==> config.mk <==
export PLATFORM = sky130hd
export DESIGN_NAME = init_cmd_queue
export DESIGN_NICKNAME = d
export VERILOG_FILES = /design/src/rtl/init_cmd_queue.sv
export SDC_FILE = /design/constraint.sdc
export NUM_CORES = 1
export LEC_CHECK = 0
export BUFFER_PORTS_ARGS = -buffer_cell sky130_fd_sc_hd__buf_4
export CORE_MARGIN = 4
export CORE_UTILIZATION = 51
export DETAILED_ROUTE_END_ITERATION = 8
export PLACE_DENSITY = 0.83
export SLEW_MARGIN = 15
export SYNTH_ARGS = -nofsm -noshare
export SYNTH_HDL_FRONTEND = slang
export SYNTH_SLANG_ARGS = --single-unit
==> constraint.sdc <==
create_clock -name clk -period 2.3 [get_ports clk]
set_input_delay 0.23 -clock clk [delete_from_list [all_inputs] [get_ports clk]]
set_output_delay 0.23 -clock clk [all_outputs]
set_load 0.05 [all_outputs]
==> src/rtl/init_cmd_queue.sv <==
// init_cmd_queue: queues bus commands in a small FIFO and replays them one at a time
// through a request/grant/address/ack initiator handshake, reporting each completion
// as a single-cycle response pulse.
// Optional build macro INIT_CMD_QUEUE_TIMEOUT_EN adds an 8-bit watchdog that aborts a
// stalled transaction with rsp_err=1; without it the FSM waits indefinitely.
module init_cmd_queue #(
    parameter int DEPTH          = 4,
    parameter int TIMEOUT_CYCLES = 255
) (
    input  logic                   clk,
    input  logic                   rst_n,
    input  logic                   cmd_valid,
    output logic                   cmd_ready,
    input  logic                   cmd_rw,
    input  logic [15:0]            cmd_addr,
    input  logic [7:0]             cmd_wdata,
    output logic                   init_req,
    input  logic                   init_grant,
    output logic [15:0]            init_addr_out,
    output logic                   init_addr_out_valid,
    output logic [7:0]             init_data_out,
    output logic                   init_data_out_valid,
    output logic                   init_rw,
    output logic                   init_ready,
    input  logic                   init_ack,
    input  logic                   init_split_ack,
    input  logic [7:0]             init_data_in,
    input  logic                   init_data_in_valid,
    output logic                   rsp_valid,
    output logic                   rsp_rw,
    output logic [7:0]             rsp_rdata,
    output logic                   rsp_err,
    output logic                   busy,
    output logic [$clog2(DEPTH):0] level
);
    localparam int AW = $clog2(DEPTH);
    localparam logic [AW:0] FULL = (AW + 1)'(DEPTH);

    typedef enum logic [2:0] {IDLE, REQ, ADDR, WAIT_ACK, WAIT_DATA, RESP} state_t;

    state_t        state;
    logic [24:0]   mem [DEPTH];
    logic [AW-1:0] wr_ptr;
    logic [AW-1:0] rd_ptr;
    logic [24:0]   head;
    logic          push;
    logic          pop;
    logic          cur_rw;
    logic [15:0]   cur_addr;
    logic [7:0]    cur_wdata;
    logic          wd_hit;
    logic          done;
    logic [7:0]    done_data;

    assign cmd_ready = level < FULL;
    assign push      = cmd_valid && cmd_ready;
    assign pop       = (state == IDLE) && (level != '0);
    assign head      = mem[rd_ptr];
    assign busy      = (state != IDLE) || (level != '0);

    // Storage array; entries are {rw, addr, wdata} and need no reset.
    always_ff @(posedge clk) begin
        if (push) mem[wr_ptr] <= {cmd_rw, cmd_addr, cmd_wdata};
    end

    // Pointers wrap naturally since DEPTH is a power of two; push+pop keeps level.
    always_ff @(posedge clk or negedge rst_n) begin
        if (!rst_n) begin
            wr_ptr <= '0;
            rd_ptr <= '0;
            level  <= '0;
        end else begin
            wr_ptr <= push ? wr_ptr + 1'b1 : wr_ptr;
            rd_ptr <= pop ? rd_ptr + 1'b1 : rd_ptr;
            level  <= level + {{AW{1'b0}}, push} - {{AW{1'b0}}, pop};
        end
    end

    // Transaction completion: watchdog, write ack, or read data in a read-wait state.
    always_comb begin
        done      = wd_hit
                 || (state == WAIT_ACK && (cur_rw ? init_ack : init_data_in_valid))
                 || (state == WAIT_DATA && init_data_in_valid);
        done_data = (wd_hit || cur_rw) ? 8'h00 : init_data_in;
    end

    // Initiator FSM with registered outputs set on each transition.
    always_ff @(posedge clk or negedge rst_n) begin
        if (!rst_n) begin
            state               <= IDLE;
            cur_rw              <= 1'b0;
            cur_addr            <= '0;
            cur_wdata           <= '0;
            init_req            <= 1'b0;
            init_rw             <= 1'b0;
            init_ready          <= 1'b0;
            init_addr_out       <= '0;
            init_addr_out_valid <= 1'b0;
            init_data_out       <= '0;
            init_data_out_valid <= 1'b0;
            rsp_valid           <= 1'b0;
            rsp_rw              <= 1'b0;
            rsp_rdata           <= '0;
        end else begin
            init_addr_out_valid <= 1'b0;
            init_data_out_valid <= 1'b0;
            rsp_valid           <= 1'b0;
            if (done) begin
                state      <= RESP;
                init_req   <= 1'b0;
                init_rw    <= 1'b0;
                init_ready <= 1'b0;
                rsp_valid  <= 1'b1;
                rsp_rw     <= cur_rw;
                rsp_rdata  <= done_data;
            end else begin
                case (state)
                    IDLE: begin
                        if (pop) begin
                            state                          <= REQ;
                            {cur_rw, cur_addr, cur_wdata} <= head;
                            init_req                       <= 1'b1;
                            init_rw                        <= head[24];
                        end
                    end
                    REQ: begin
                        if (init_grant) begin
                            state               <= ADDR;
                            init_addr_out       <= cur_addr;
                            init_addr_out_valid <= 1'b1;
                            if (cur_rw) begin
                                init_data_out       <= cur_wdata;
                                init_data_out_valid <= 1'b1;
                            end
                        end
                    end
                    ADDR: begin
                        state      <= WAIT_ACK;
                        init_ready <= !cur_rw;
                    end
                    WAIT_ACK: begin
                        if (!cur_rw && init_split_ack) state <= WAIT_DATA;
                    end
                    RESP: begin
                        state     <= IDLE;
                        rsp_rw    <= 1'b0;
                        rsp_rdata <= '0;
                    end
                    default: ;
                endcase
            end
        end
    end

`ifdef INIT_CMD_QUEUE_TIMEOUT_EN
    localparam logic [7:0] WD_LAST = 8'(TIMEOUT_CYCLES - 1);

    logic [7:0] wd_cnt;
    logic       wd_run;

    assign wd_run = (state == REQ) || (state == WAIT_ACK) || (state == WAIT_DATA);
    assign wd_hit = wd_run && (wd_cnt == WD_LAST);

    // Watchdog restarts in IDLE so it reads zero on REQ entry; rsp_err lines up with RESP.
    always_ff @(posedge clk or negedge rst_n) begin
        if (!rst_n) begin
            wd_cnt  <= '0;
            rsp_err <= 1'b0;
        end else begin
            wd_cnt  <= (state == IDLE) ? 8'd0 : wd_run ? wd_cnt + 8'd1 : wd_cnt;
            rsp_err <= wd_hit;
        end
    end
`else
    assign wd_hit  = 1'b0;
    assign rsp_err = 1'b0;
`endif

endmodule

# After elaboration in Yosys (flattened, before gate mapping)
# Memory sizes are Yosys's and may differ from the RTL's.
# Cells that the tools add are included.
[totals]
reg_bits = 74
ram_bits = 100
inputBits = 40
elab_cells = 82
n_memories = 1
[mem_list]
columns = ["name", "words", "word_bits", "rd", "rd_clocked_by_memory_dff", "write_ports", "line", "rtl"]
rows = [
  ["mem", 4, 25, 1, 0, 1, "42", "logic [24:0] mem [DEPTH];"],
]
[op_classes]
n_addsub = 4
order_cmp = 1
n_eq_ne = 8
n_mux = 29
bitwise_logic = 1
reduce_logical = 21
[ops]
columns = ["op", "count"]
rows = [
  ["8-bit 2-to-1 mux", 3],
  ["1-bit 2-to-1 mux", 21],
  ["3-bit case mux with 5 select lines", 1],
  ["3-bit 2-to-1 mux", 4],
  ["4-bit AND reduction", 2],
  ["2-bit nonzero test", 4],
  ["3-bit by 2-bit equality test with 1-bit output (second input constant)", 2],
  ["3-bit equality test (second input constant)", 2],
  ["3-bit != test (second input constant)", 2],
  ["3-bit AND reduction", 2],
  ["3-bit nonzero test", 2],
  ["6-bit nonzero test", 1],
  ["1-bit logical AND", 5],
  ["2-bit by 1-bit adder with 2-bit output (second input constant)", 2],
  ["3-bit by 1-bit adder with 3-bit output", 1],
  ["3-bit by 1-bit equality test with 1-bit output (second input constant)", 1],
  ["3-bit zero test", 1],
  ["3-bit < comparator (second input constant)", 1],
  ["3-bit by 2-bit != test with 1-bit output (second input constant)", 1],
  ["3-bit by 1-bit subtractor with 3-bit output", 1],
  ["1-bit logical OR", 2],
  ["2-bit AND reduction", 1],
  ["1-bit zero test", 1],
  ["1-bit inverter", 1],
]

# Depth between registers and ports, before layout
# Gate-level depths: netlist of the first run.
[depth]
ltp_word = 5
depth_mapped = 9
ltp_nobuf = 8

# Least setup slack after synthesis of the first run
# OpenSTA, ideal clock, no wires.
[synth_path]
path_kind = "register to register"
startpoint = "register level[2]"
endpoint = "register level[2]"
setup_time_ps = 139
arrival_ps = 2276
required_ps = 2161
slack_ps = -115
path_stages_with_launch = 10
path_cell_list = "dfrtp_1 nor3_1 nor4_2 buf_2 ha_1 inv_1 ha_1 fa_1 xnor2_1 xnor2_1"
[synth_lines]
columns = ["item", "line", "rtl"]
rows = [
  ["from (decl)", "34", "output logic [$clog2(DEPTH):0] level"],
  ["from (signal assigned)", "75", "level <= level + {{AW{1'b0}}, push} - {{AW{1'b0}}, pop};"],
  ["3-bit nonzero test", "57", "assign pop = (state == IDLE) && (level != '0);"],
  ["1-bit logical AND", "57", ""],
  ["via pop", "47", "logic pop;"],
  ["3-bit by 1-bit subtractor with 3-bit output", "75", ""],
]
# The timed path passes the listed nets, and every way through them passes these cells.
# A chain may end at the register's enable or synchronous reset.

# Final worst setup path of the first run
[layout_path]
startpoint = "register level[2]"
endpoint = "register level[2]"
[layout_via]
elab_chain_len = 4
[layout_lines]
columns = ["item", "line", "rtl"]
rows = [
  ["3-bit < comparator", "55", "assign cmd_ready = level < FULL;"],
  ["1-bit logical AND", "56", "assign push = cmd_valid && cmd_ready;"],
  ["3-bit by 1-bit adder with 3-bit output", "75", ""],
  ["3-bit by 1-bit subtractor with 3-bit output (*)", "75", ""],
]
# Every way passes the cells marked *; elsewhere a longest branch is shown, timed or not.

==> impl_metrics.py, run 1 <==
metrics = {
    "run_status": {
        "status": "finished, final reports clean",
    },
    "yosys": {
        "syn_nets": 392,
        "synth_top_area_share_pct": 44.6,
        "synth-adder-area-share_pct": 1.41,
        "synth_xor_area_share_pct": 0.781,
        "synth_top_family_by_area": "multiplexers",
        "synthCells": 345,
        "ys_types": 38,
        "synth_area_leaders": "edfxtp_1, dfrtp_1, mux4_2",
        "synth_top_area_cell": "edfxtp_1",
        "yosysMostFrequentCell": "edfxtp_1",
        "syn-cell-area_sq_um": 6730,
        "syn_avg_cell_area_sq_um": 19.5,
        "synth_edf_count": 100,
        "synth-compound-area-share_pct": 1.93,
        "ys_seq_area_share_pct": 72.1,
        "synthMuxAreaShare_pct": 17.7,
        "ys_top_cells_by_count": "edfxtp_1, dfrtp_1, mux2_2",
        "synthSimpleGateAreaFrac_pct": 3.53,
        "yosysWarnings": 0,
        "async_flop_share_pct": 42.5,
        "ys_ff_latch": 174,
        "synth_flop_cell": "edfxtp_1",
    },
    "grt": {
        "grt_max_degree": 75,
        "grt_pass1_vias": 3519,
        "antenna_found_initial": 0,
        "grt-ovfl-total": 0,
        "track_usage_pct": 16.4,
        "grt_pass1_wl_um": 18300,
    },
    "timing": {
        "max_clock_freq_mhz": 481,
        "timing.max_slew.rel_slack_pct": 38.6,
        "fin_crit_sh_pct": 90.3,
        "setup_viol": 0,
        "finalCriticalPeriod_ps": 2080,
        "fin_tns_setup_ps": 0,
        "final_max_slew_viol_count": 0,
        "fin_worst_skew_ps": 7.24,
        "tightest_slew_ps": 921,
        "hold_viol": 0,
        "grt_setup_unrepaired": "false",
    },
    "place": {
        "dp_cells": 593,
        "io_buffers": 83,
        "gp_congestion": 0.809,
        "place_hpwl_um": 7410,
    },
    "worst_setup_path": {
        "path_delay_family": "adder cells",
        "critPathBufInv": 1,
        "cp_max_fo": 4,
        "reg2reg_depth": 8,
        "cp_cell_sequence": "nor3_2 -> nor4_4 -> ha_1 -> inv_1 -> ha_1 -> fa_1 -> xnor2_1 -> xnor2_1",
        "critPathArrivalTime_ps": 2410,
        "slowest_stage": "dfrtp_2",
        "max_stage_delay_ps": 430,
        "r2r-end": "level[2]$_DFF_PN0_",
        "r2r_slack_ps": 220,
        "end_kind": "flip-flop",
        "r2r_start": "level[2]$_DFF_PN0_",
        "critPathRequiredTime_ps": 2630,
        "critical_path_class": "flip-flop to flip-flop",
        "start_kind": "flip-flop",
    },
    "final_layout": {
        "ff_latch_area_sq_um": 4860,
        "area_delta_synth_final_pct": 22.5,
        "fillers": 887,
        "multi_input_area_sq_um": 1730,
        "fin_nets": 499,
        "instances_no_fill": 637,
        "drive_above_1_share_pct": 44.7,
        "fin_util_pct": 64.5,
        "antenna_cells": 0,
    },
    "drt": {
        "wire_per_inst_um": 18.2,
        "firstDrtPassIters": 4,
        "drt_iter0_drc": 176,
        "num_vias": 3357,
        "finalWirelength_um": 11600,
        "ant_nets": 0,
        "drc": 0,
        "routed_via_density": 5.27,
    },
    "floorplanning": {
        "coreArea_sq_um": 12800,
        "initial_core_util_pct": 52.7,
        "rows": 41,
        "boundaryPins": 85,
        "die_width_um": 123,
        "die_h_um": 123,
        "dieArea_sq_um": 15100,
    },
    "clock_network": {
        "htree_levels": 4,
        "cts_buffers": 17,
        "clk_latency_ps": 410,
        "cts.sinks": 174,
        "post_cts_buffers": 0,
        "clock_path_buffers": 2,
        "clkTransAtPathRegs_ps": 60,
        "cts_tree": "yes",
        "cts-root-buf": "clkbuf_16",
    },
    "hold_path": {
        "min_to": "mem[0][11]$_DFFE_PP_",
        "hold_start": "cmd_addr[3]",
        "hold_class": "input pin to flip-flop",
        "worstHoldPathCells": 1,
    },
    "power_and_ir_drop": {
        "peakVddDrop_uv": 665,
        "p_per_area_nw_per_um2": 1450,
        "p_leak_nw": 3.26,
    },
    "flow_run": {
        "drv_cap": 0,
    },
}
where the power goes:
part | total [mW] | internal, mW | switching (mW) | leakage, nW
logic | 4.39 | 1.96 | 2.43 | 1.19
registers | 4.83 | 4.22 | 0.606 | 1.80
clock network | 2.75 | 1.60 | 1.15 | 0.274
through the flow:
step                hold WS [ps]  area, sq um  setup slack, ps  power, mW
finish                      20.9         8240              223       12.0
global route                2.09         8240              102       12.6
CTS                        0.112         8170              209       12.1
detailed placement           433         7550              226       9.32
global placement             423         7550              300       9.14
floorplan                  -65.6         6740             47.3       8.11
metal layers:
metal  global-route usage, %  vias up  share of wire [%]
met1                    21.4     1735                 42
li1                        -     1513                  -
met2                    27.0       95                 51
met3                    4.61       14                6.0
met4                    4.90        0                1.0
met5                       0        -                  0
worst register-to-register path, cell delays in order, from the launching register on:
cell and delay (ps):
dfrtp_2 430, nor3_2 310, nor4_4 70, ha_1 290, inv_1 40, ha_1 180
fa_1 370, xnor2_1 180, xnor2_1 130
cell type report:
type | instances | area share (%)
Sequential cell | 174 | 59.0
Timing Repair Buffer | 105 | 10.1
Clock buffer | 18 | 5.21
Clock inverter | 14 | 1.76
Inverter | 9 | 0.410
Tap cell | 172 | 2.61
Multi-Input combinational cell | 145 | 21.0
cell usage in the layout (no fill, tap or decap), types with 2 or more instances in the layout:
cell and count:
dlygate4sd3_1 12, dfrtp_2 4, clkinv_4 4, bufinv_16 2
mux4_2 25, mux2_2 40, nor2b_1 2, dfrtp_1 70
clkbuf_16 17, xnor2_1 5, ha_1 6, buf_4 92
clkinv_2 3, inv_1 9, edfxtp_1 100, and2_1 6
a22o_1 9, nor2_1 10, mux2_4 10, a21oi_1 2
nor3b_1 3, nand2_1 5, clkinvlp_4 3, mux2i_1 3
and3b_1 2
cells by family (layout without fill, tap and decap cells):
| kind of cell | Yosys count | after routing |
|---|---|---|
| compound gates | 16 | 16 |
| buf+inv | 26 | 146 |
| other cells | 1 | 1 |
| xor+xnor | 6 | 6 |
| simple gates | 37 | 37 |
| flops | 174 | 174 |
| fa+ha+maj | 7 | 7 |
| mux | 78 | 78 |
repair_timing:
action | CTS | global route
resized for setup | 0 | 0
hold buffers | 5 | 7
endpoints found under the hold margin | 52 | 22
flip-flops by register name (all words and copies together), names as in the netlist, 2 cells and up:
signal and flops:
rd_ptr 2, rsp_rdata 8, mem 100, cur_wdata 8, state 3, cur_addr 16, level 3, init_addr_out 16
wr_ptr 2, init_data_out 8
how the worst max path moves through the flow:
stage                          to               start  cells after the start
6_report       level[2]$_DFF_PN0_  level[2]$_DFF_PN0_                      8
3_3_place_gp   level[2]$_DFF_PN0_  level[2]$_DFF_PN0_                      8
3_5_place_dp   level[2]$_DFF_PN0_  level[2]$_DFF_PN0_                      8
5_1_grt        level[2]$_DFF_PN0_  level[2]$_DFF_PN0_                      8
2_1_floorplan  level[2]$_DFF_PN0_  level[2]$_DFF_PN0_                      9
4_1_cts        level[2]$_DFF_PN0_  level[2]$_DFF_PN0_                      8
(Power assumes the default switching activity.)
==> run 2: changes to the inputs <==
Settings changed: CORE_UTILIZATION 51 to 45, PLACE_DENSITY 0.83 to 0.76.
==> run 2 against run 1 <==
Largest cell class unchanged; clock power is 7.3% higher; combinational power rose by 3%; largest power group unchanged; via count is 0.69% higher; final cell count increased by 3.9%; die area rose by 12%.
==> impl_metrics.py, run 2 (same netlist as run 1, synthesis figures left out) <==
metrics = {
    "drt": {
        "firstDrtPassIters": 6,
        "drc": 0,
        "ant_nets": 0,
        "finalWirelength_um": 12000,
        "drt_iter0_drc": 162,
        "routed_via_density": 5.11,
        "wire_per_inst_um": 18.1,
        "num_vias": 3380,
    },
    "grt": {
        "grt_pass1_wl_um": 19200,
        "busiest_layer": "met2",
        "met3_usage_pct": 4.34,
        "grt_use_met2_pct": 24.8,
        "met1_usage_pct": 20.0,
        "grt_pass1_vias": 3510,
        "grt_max_degree": 40,
        "grt-ovfl-total": 0,
        "antenna_found_initial": 0,
        "track_usage_pct": 15.2,
    },
    "final_layout": {
        "antenna_cells": 0,
        "top_regs": "mem (100), cur_addr (16), init_addr_out (16)",
        "fillers": 1072,
        "top_register": "mem",
        "mostFrequentLayoutCell": "edfxtp_1",
        "area_delta_synth_final_pct": 25.2,
        "final_cell_mix": "edfxtp_1, buf_4, dfrtp_1",
        "largest_reg_flops": 100,
        "fin_util_pct": 57.7,
        "drive_above_1_share_pct": 44.8,
        "ff_latch_area_sq_um": 4860,
        "multi_input_area_sq_um": 1730,
        "fin_nets": 512,
    },
    "timing": {
        "timing.max_slew.rel_slack_pct": 64.7,
        "finalCriticalPeriod_ps": 2070,
        "grt_setup_unrepaired": "false",
        "hold_viol": 0,
        "fin_worst_skew_ps": 8.11,
        "setup_viol": 0,
        "max_clock_freq_mhz": 484,
        "final_max_slew_viol_count": 0,
        "fin_crit_sh_pct": 89.8,
        "worst_slack_ps": 234,
        "tightest_slew_ps": 528,
        "fin_tns_setup_ps": 0,
    },
    "worst_setup_path": {
        "cp_cell_sequence": "nor3_2 -> nor4_4 -> ha_1 -> inv_1 -> ha_1 -> fa_1 -> xnor2_1 -> xnor2_1",
        "critPathArrivalTime_ps": 2410,
        "critPathBufInv": 1,
        "critical_path_class": "flip-flop to flip-flop",
        "end_kind": "flip-flop",
        "r2r_start": "level[2]$_DFF_PN0_",
        "start_kind": "flip-flop",
        "setup.worst_path.start": "level[2]$_DFF_PN0_",
        "slowest_stage": "dfrtp_2",
        "path_depth": 8,
        "max_stage_delay_ps": 430,
        "cp_max_fo": 4,
        "r2r-end": "level[2]$_DFF_PN0_",
        "r2r_slack_ps": 230,
        "endpoint": "level[2]$_DFF_PN0_",
        "critPathRequiredTime_ps": 2640,
        "path_delay_family": "adder cells",
        "reg2reg_depth": 8,
    },
    "clock_network": {
        "cts_buffers": 17,
        "post_cts_resized": 0,
        "clk_latency_ps": 420,
        "clock_path_buffers": 2,
        "clkTransAtPathRegs_ps": 60,
        "cts.sinks": 174,
        "cts_tree": "yes",
        "htree_levels": 4,
        "cts-root-buf": "clkbuf_16",
    },
    "floorplanning": {
        "coreArea_sq_um": 14600,
        "rows": 44,
        "die_width_um": 130,
        "die_h_um": 130,
        "dieArea_sq_um": 17000,
        "initial_core_util_pct": 46.1,
        "boundaryPins": 85,
    },
    "place": {
        "io_buffers": 83,
        "gp_congestion": 0.715,
        "pre_cts_slack_ps": 213,
        "place_hpwl_um": 7670,
    },
    "power_and_ir_drop": {
        "finalPower_mw": 12.2,
        "p_per_area_nw_per_um2": 1450,
        "peakVddDrop_uv": 871,
        "p_leak_nw": 3.34,
    },
    "flow_run": {
        "drv_cap": 0,
    },
    "run_status": {
        "status": "finished, final reports clean",
    },
    "hold_path": {
        "hold_class": "input pin to flip-flop",
    },
}
## run 2: cell count changes in the layout (fill, tap and decap cells not counted), sizes merged
cell and delta:
clkbuf +3, inv +2, bufinv +1, clkinv -6
buf +6, dlygate4sd3 +7
## run 2: worst min path at each step
| stage | startpoint | to | slack [ps] | depth (start not counted) |
|---|---|---|---|---|
| 5_1_grt | cmd_addr[11] | mem[0][19]$_DFFE_PP_ | 1 | 1 |
| 3_5_place_dp | rst_n | cur_addr[15]$_DFFE_PN0P_ | 240 | 1 |
| 6_report | cmd_rw | mem[1][24]$_DFFE_PP_ | 20 | 1 |
| 2_1_floorplan | rst_n | cur_addr[0]$_DFFE_PN0P_ | -70 | 0 |
| 4_1_cts | cmd_addr[8] | mem[2][16]$_DFFE_PP_ | 0.003 | 1 |
| 3_3_place_gp | rst_n | init_addr_out[15]$_DFFE_PN0P_ | 230 | 1 |
## run 2: final cells by class
class                           instances  area share, %
Sequential cell                       174           57.7
Multi-Input combinational cell        145           20.5
Timing Repair Buffer                  118           11.4
Clock buffer                           21           5.47
Tap cell                              184           2.73
Clock inverter                         11           1.84
Inverter                                9          0.401
## run 2: repair_timing
item                                   CTS  global route
buffers inserted                         0             0
hold buffers                            14             5
endpoints found under the hold margin   82            20
## run 2: stage by stage
stage / instance area [sq um] / hold WS [ps] / instances
6_report: 8420 / 18.3 / 662
5_1_grt: 8420 / 1.46 / 662
4_1_cts: 8370 / 0.00322 / 657
3_5_place_dp: 7620 / 238 / 611
3_3_place_gp: 7620 / 228 / 611
2_1_floorplan: 6740 / -65.6 / 345
## run 2: power breakdown
part	leakage, nW	total (mW)	switching, mW	internal (mW)
clock	0.292	2.95	1.17	1.78
combinational	1.25	4.54	2.53	2.00
sequential	1.80	4.73	0.512	4.22
## run 2: metal layers
layer | vias to the layer above | share of wire, %
met4 | 0 | 1.4
met2 | 83 | 50
li1 | 1554 | -
met3 | 17 | 5.2
met1 | 1726 | 43
met5 | - | 0
==> run 3: changes to the inputs <==
Settings changed: ABC_AREA set to 1, PLACE_DENSITY 0.76 to 0.75.
==> run 3 against run 2 <==
Hold slack worse by 6.9 ps; clock skew up 6.3 ps; count of clock-buffer cells in the layout rose by 4; via count is 33% higher; critical path type unchanged; global-route usage up 0.69 points; register-to-register slack worse by 70 ps; highest routed layer unchanged; die area grew 2.6%; final area decreased by 1.4%; total power shrank 2.7%.
==> impl_metrics.py, run 3 <==
metrics = {
    "run_status": {
        "status": "finished, final reports clean",
    },
    "clock_network": {
        "cts_tree": "yes",
        "post_cts_buffers": 0,
        "cts_buffers": 17,
        "htree_levels": 4,
        "clkTransAtPathRegs_ps": 70,
        "cts-root-buf": "clkbuf_16",
        "clk_latency_ps": 420,
        "cts.sinks": 174,
        "clock_path_buffers": 2,
    },
    "timing": {
        "final_max_slew_viol_count": 0,
        "max_clock_freq_mhz": 469,
        "tightest_slew_ps": 838,
        "fin_crit_sh_pct": 92.8,
        "fin_worst_skew_ps": 14.4,
        "grt_setup_unrepaired": "false",
        "timing.hold.ws_ps": 11.4,
        "timing.max_slew.rel_slack_pct": 44.1,
        "finalCriticalPeriod_ps": 2130,
        "setup_viol": 0,
        "fin_tns_setup_ps": 0,
        "hold_viol": 0,
    },
    "final_layout": {
        "largest_reg_flops": 100,
        "top_register": "mem",
        "fin_nets": 730,
        "top_regs": "mem (100), cur_addr (16), init_addr_out (16)",
        "drive_above_1_share_pct": 23.9,
        "mostFrequentLayoutCell": "edfxtp_1",
        "area_delta_synth_final_pct": 20.2,
        "antenna_cells": 0,
        "final_cell_mix": "edfxtp_1, o21ai_0, buf_4",
    },
    "yosys": {
        "yosysWarnings": 0,
        "syn_avg_cell_area_sq_um": 11.6,
        "synthCells": 597,
        "synth_area_leaders": "edfxtp_1, dfrtp_1, o21ai_0",
        "ys_ff_latch": 174,
        "synth_edf_count": 100,
        "syn-cell-area_sq_um": 6910,
        "synth_flop_cell": "edfxtp_1",
        "yosysMostFrequentCell": "edfxtp_1",
        "ys_top_cells_by_count": "edfxtp_1, nor2_1, o21ai_0",
        "synth_top_area_share_pct": 43.4,
        "synth_top_area_cell": "edfxtp_1",
        "async_flop_share_pct": 42.5,
        "syn_nets": 644,
        "ys_types": 25,
        "ys_seq_area_share_pct": 70.2,
    },
    "floorplanning": {
        "boundaryPins": 85,
        "coreArea_sq_um": 15100,
        "die_h_um": 132,
        "dieArea_sq_um": 17400,
        "rows": 45,
        "initial_core_util_pct": 45.6,
        "die_width_um": 132,
    },
    "power_and_ir_drop": {
        "power_frac_seq_pct": 38.0,
        "power.switching_mw": 4.73,
        "p_leak_nw": 3.52,
        "internal-power_mw": 7.16,
        "swShare_pct": 39.8,
        "peakVddDrop_uv": 584,
        "power_frac_clock_pct": 23.4,
        "p_comb_share_pct": 38.5,
        "p_per_area_nw_per_um2": 1430,
    },
    "worst_setup_path": {
        "critPathRequiredTime_ps": 2630,
        "cp_max_fo": 6,
        "critPathArrivalTime_ps": 2470,
        "critical_path_class": "flip-flop to flip-flop",
        "start_kind": "flip-flop",
        "end_kind": "flip-flop",
    },
    "grt": {
        "grt-ovfl-total": 0,
        "grt_pass1_wl_um": 22300,
        "track_usage_pct": 15.9,
        "grt_max_degree": 53,
        "grt_pass1_vias": 4424,
        "antenna_found_initial": 0,
    },
    "hold_path": {
        "hold_class": "input pin to flip-flop",
    },
    "flow_run": {
        "drv_cap": 0,
    },
    "drt": {
        "ant_nets": 0,
        "routed_via_density": 5.10,
        "wire_per_inst_um": 15.2,
        "num_vias": 4510,
        "drt_iter0_drc": 364,
        "firstDrtPassIters": 5,
        "drc": 0,
        "finalWirelength_um": 13500,
    },
    "place": {
        "place_hpwl_um": 8570,
        "gp_congestion": 0.898,
        "io_buffers": 83,
    },
}
run 3: cell types whose count changed after synthesis, moves of 6 or more:
cell      before  now
nand2_1        5   89
o21ai_1        0   12
mux2_4        10    0
and2_1         6    0
mux2_2        40    0
nor2_1        10   92
inv_1          9   45
nand3_1        0   17
mux4_2        25    0
clkbuf_1       3   11
o21ai_0        1   92
o21ai_2        0   21
a22o_1         9    0
run 3: area by class of cell:
class                           count  area [sq um]
Inverter                           49           188
Multi-Input combinational cell    346          1700
Timing Repair Buffer               95           733
Clock inverter                      7          76.3
Clock buffer                       25           514
Fill cell                        1224          6840
Sequential cell                   174          4860
Tap cell                          188           235
run 3: per-layer routing:
metal,part of all wire (%),vias up,track usage (%),wire length [um]
li1,-,2160,-,-
met1,43,2187,20.3,5810
met2,48,151,25.7,6410
met3,8.2,12,5.73,1100
met4,0.99,0,4.55,133
met5,0,-,0,0
run 3: worst paths after layout:
| path | to | cells past startpoint | startpoint | slack (ps) |
|---|---|---|---|---|
| min reg2reg | rsp_rdata[0]$_DFFE_PN0P_ | 2 | rsp_rdata[0]$_DFFE_PN0P_ | 470 |
| max | level[2]$_DFF_PN0_ | 11 | state[2]$_DFFE_PN0P_ | 170 |
| max in group asynchronous | cur_addr[0]$_DFFE_PN0P_ | 3 | rst_n | 1440 |
| max reg2reg | level[2]$_DFF_PN0_ | 11 | state[2]$_DFFE_PN0P_ | 170 |
| min | mem[1][2]$_DFFE_PP_ | 1 | cmd_wdata[2] | 10 |
| min in group asynchronous | init_addr_out[7]$_DFFE_PN0P_ | 2 | rst_n | 290 |
run 3: power by group through the flow:
stage                     combinational, mW  sequential, mW  clock, mW
after floorplan                        2.44            5.50          0
final                                  4.58            4.53       2.79
after detailed placement               4.57            4.58          0
after global routing                   5.08            4.61       2.97
after CTS                              4.62            4.52       2.83
after global placement                 4.40            4.53          0
run 3: cell families (layout without fill, tap and decap cells):
logic type,count (synthesis),after routing,share of synthesized area (%)
xor gates and xnor gates,4,4,0.507
DFF,174,174,70.2
adders and majority gates,7,7,1.38
other,1,1,0.0542
AOI/OAI and AO/OA,128,128,10.5
and+or+nand+nor,206,206,12.1
buffers and inverters,77,176,5.32
run 3: worst max-delay path, cell delays in order, from the launching register on:
cell	delay, ps
dfrtp_2	420
inv_1	120
nand2_1	110
inv_1	70
nand2_2	80
inv_2	40
ha_1	260
inv_1	40
ha_1	190
fa_1	380
xnor2_1	180
xor2_1	160
run 3: repair_timing:
| action | 4_1_cts | 5_1_grt |
|---|---|---|
| endpoints found under the hold margin | 27 | 5 |
| hold buffers | 1 | 2 |
| endpoints found under the setup margin | 0 | 1 |
| gates resized for setup | 0 | 1 |
run 3: metrics by stage:
| stage | cell area [sq um] | total power [mW] | utilization [%] | setup WS, ps | std cells |
|---|---|---|---|---|---|
| after floorplan | 6930 | 7.94 | - | 0.0446 | 597 |
| after global placement | 7690 | 8.93 | 50.8 | 253 | 849 |
| after detailed placement | 7690 | 9.15 | 50.8 | 111 | 849 |
| after CTS | 8290 | 12.0 | 54.7 | 96.6 | 882 |
| after global routing | 8310 | 12.7 | 54.9 | 22.5 | 884 |
| final | 8310 | 11.9 | 54.9 | 167 | 884 |
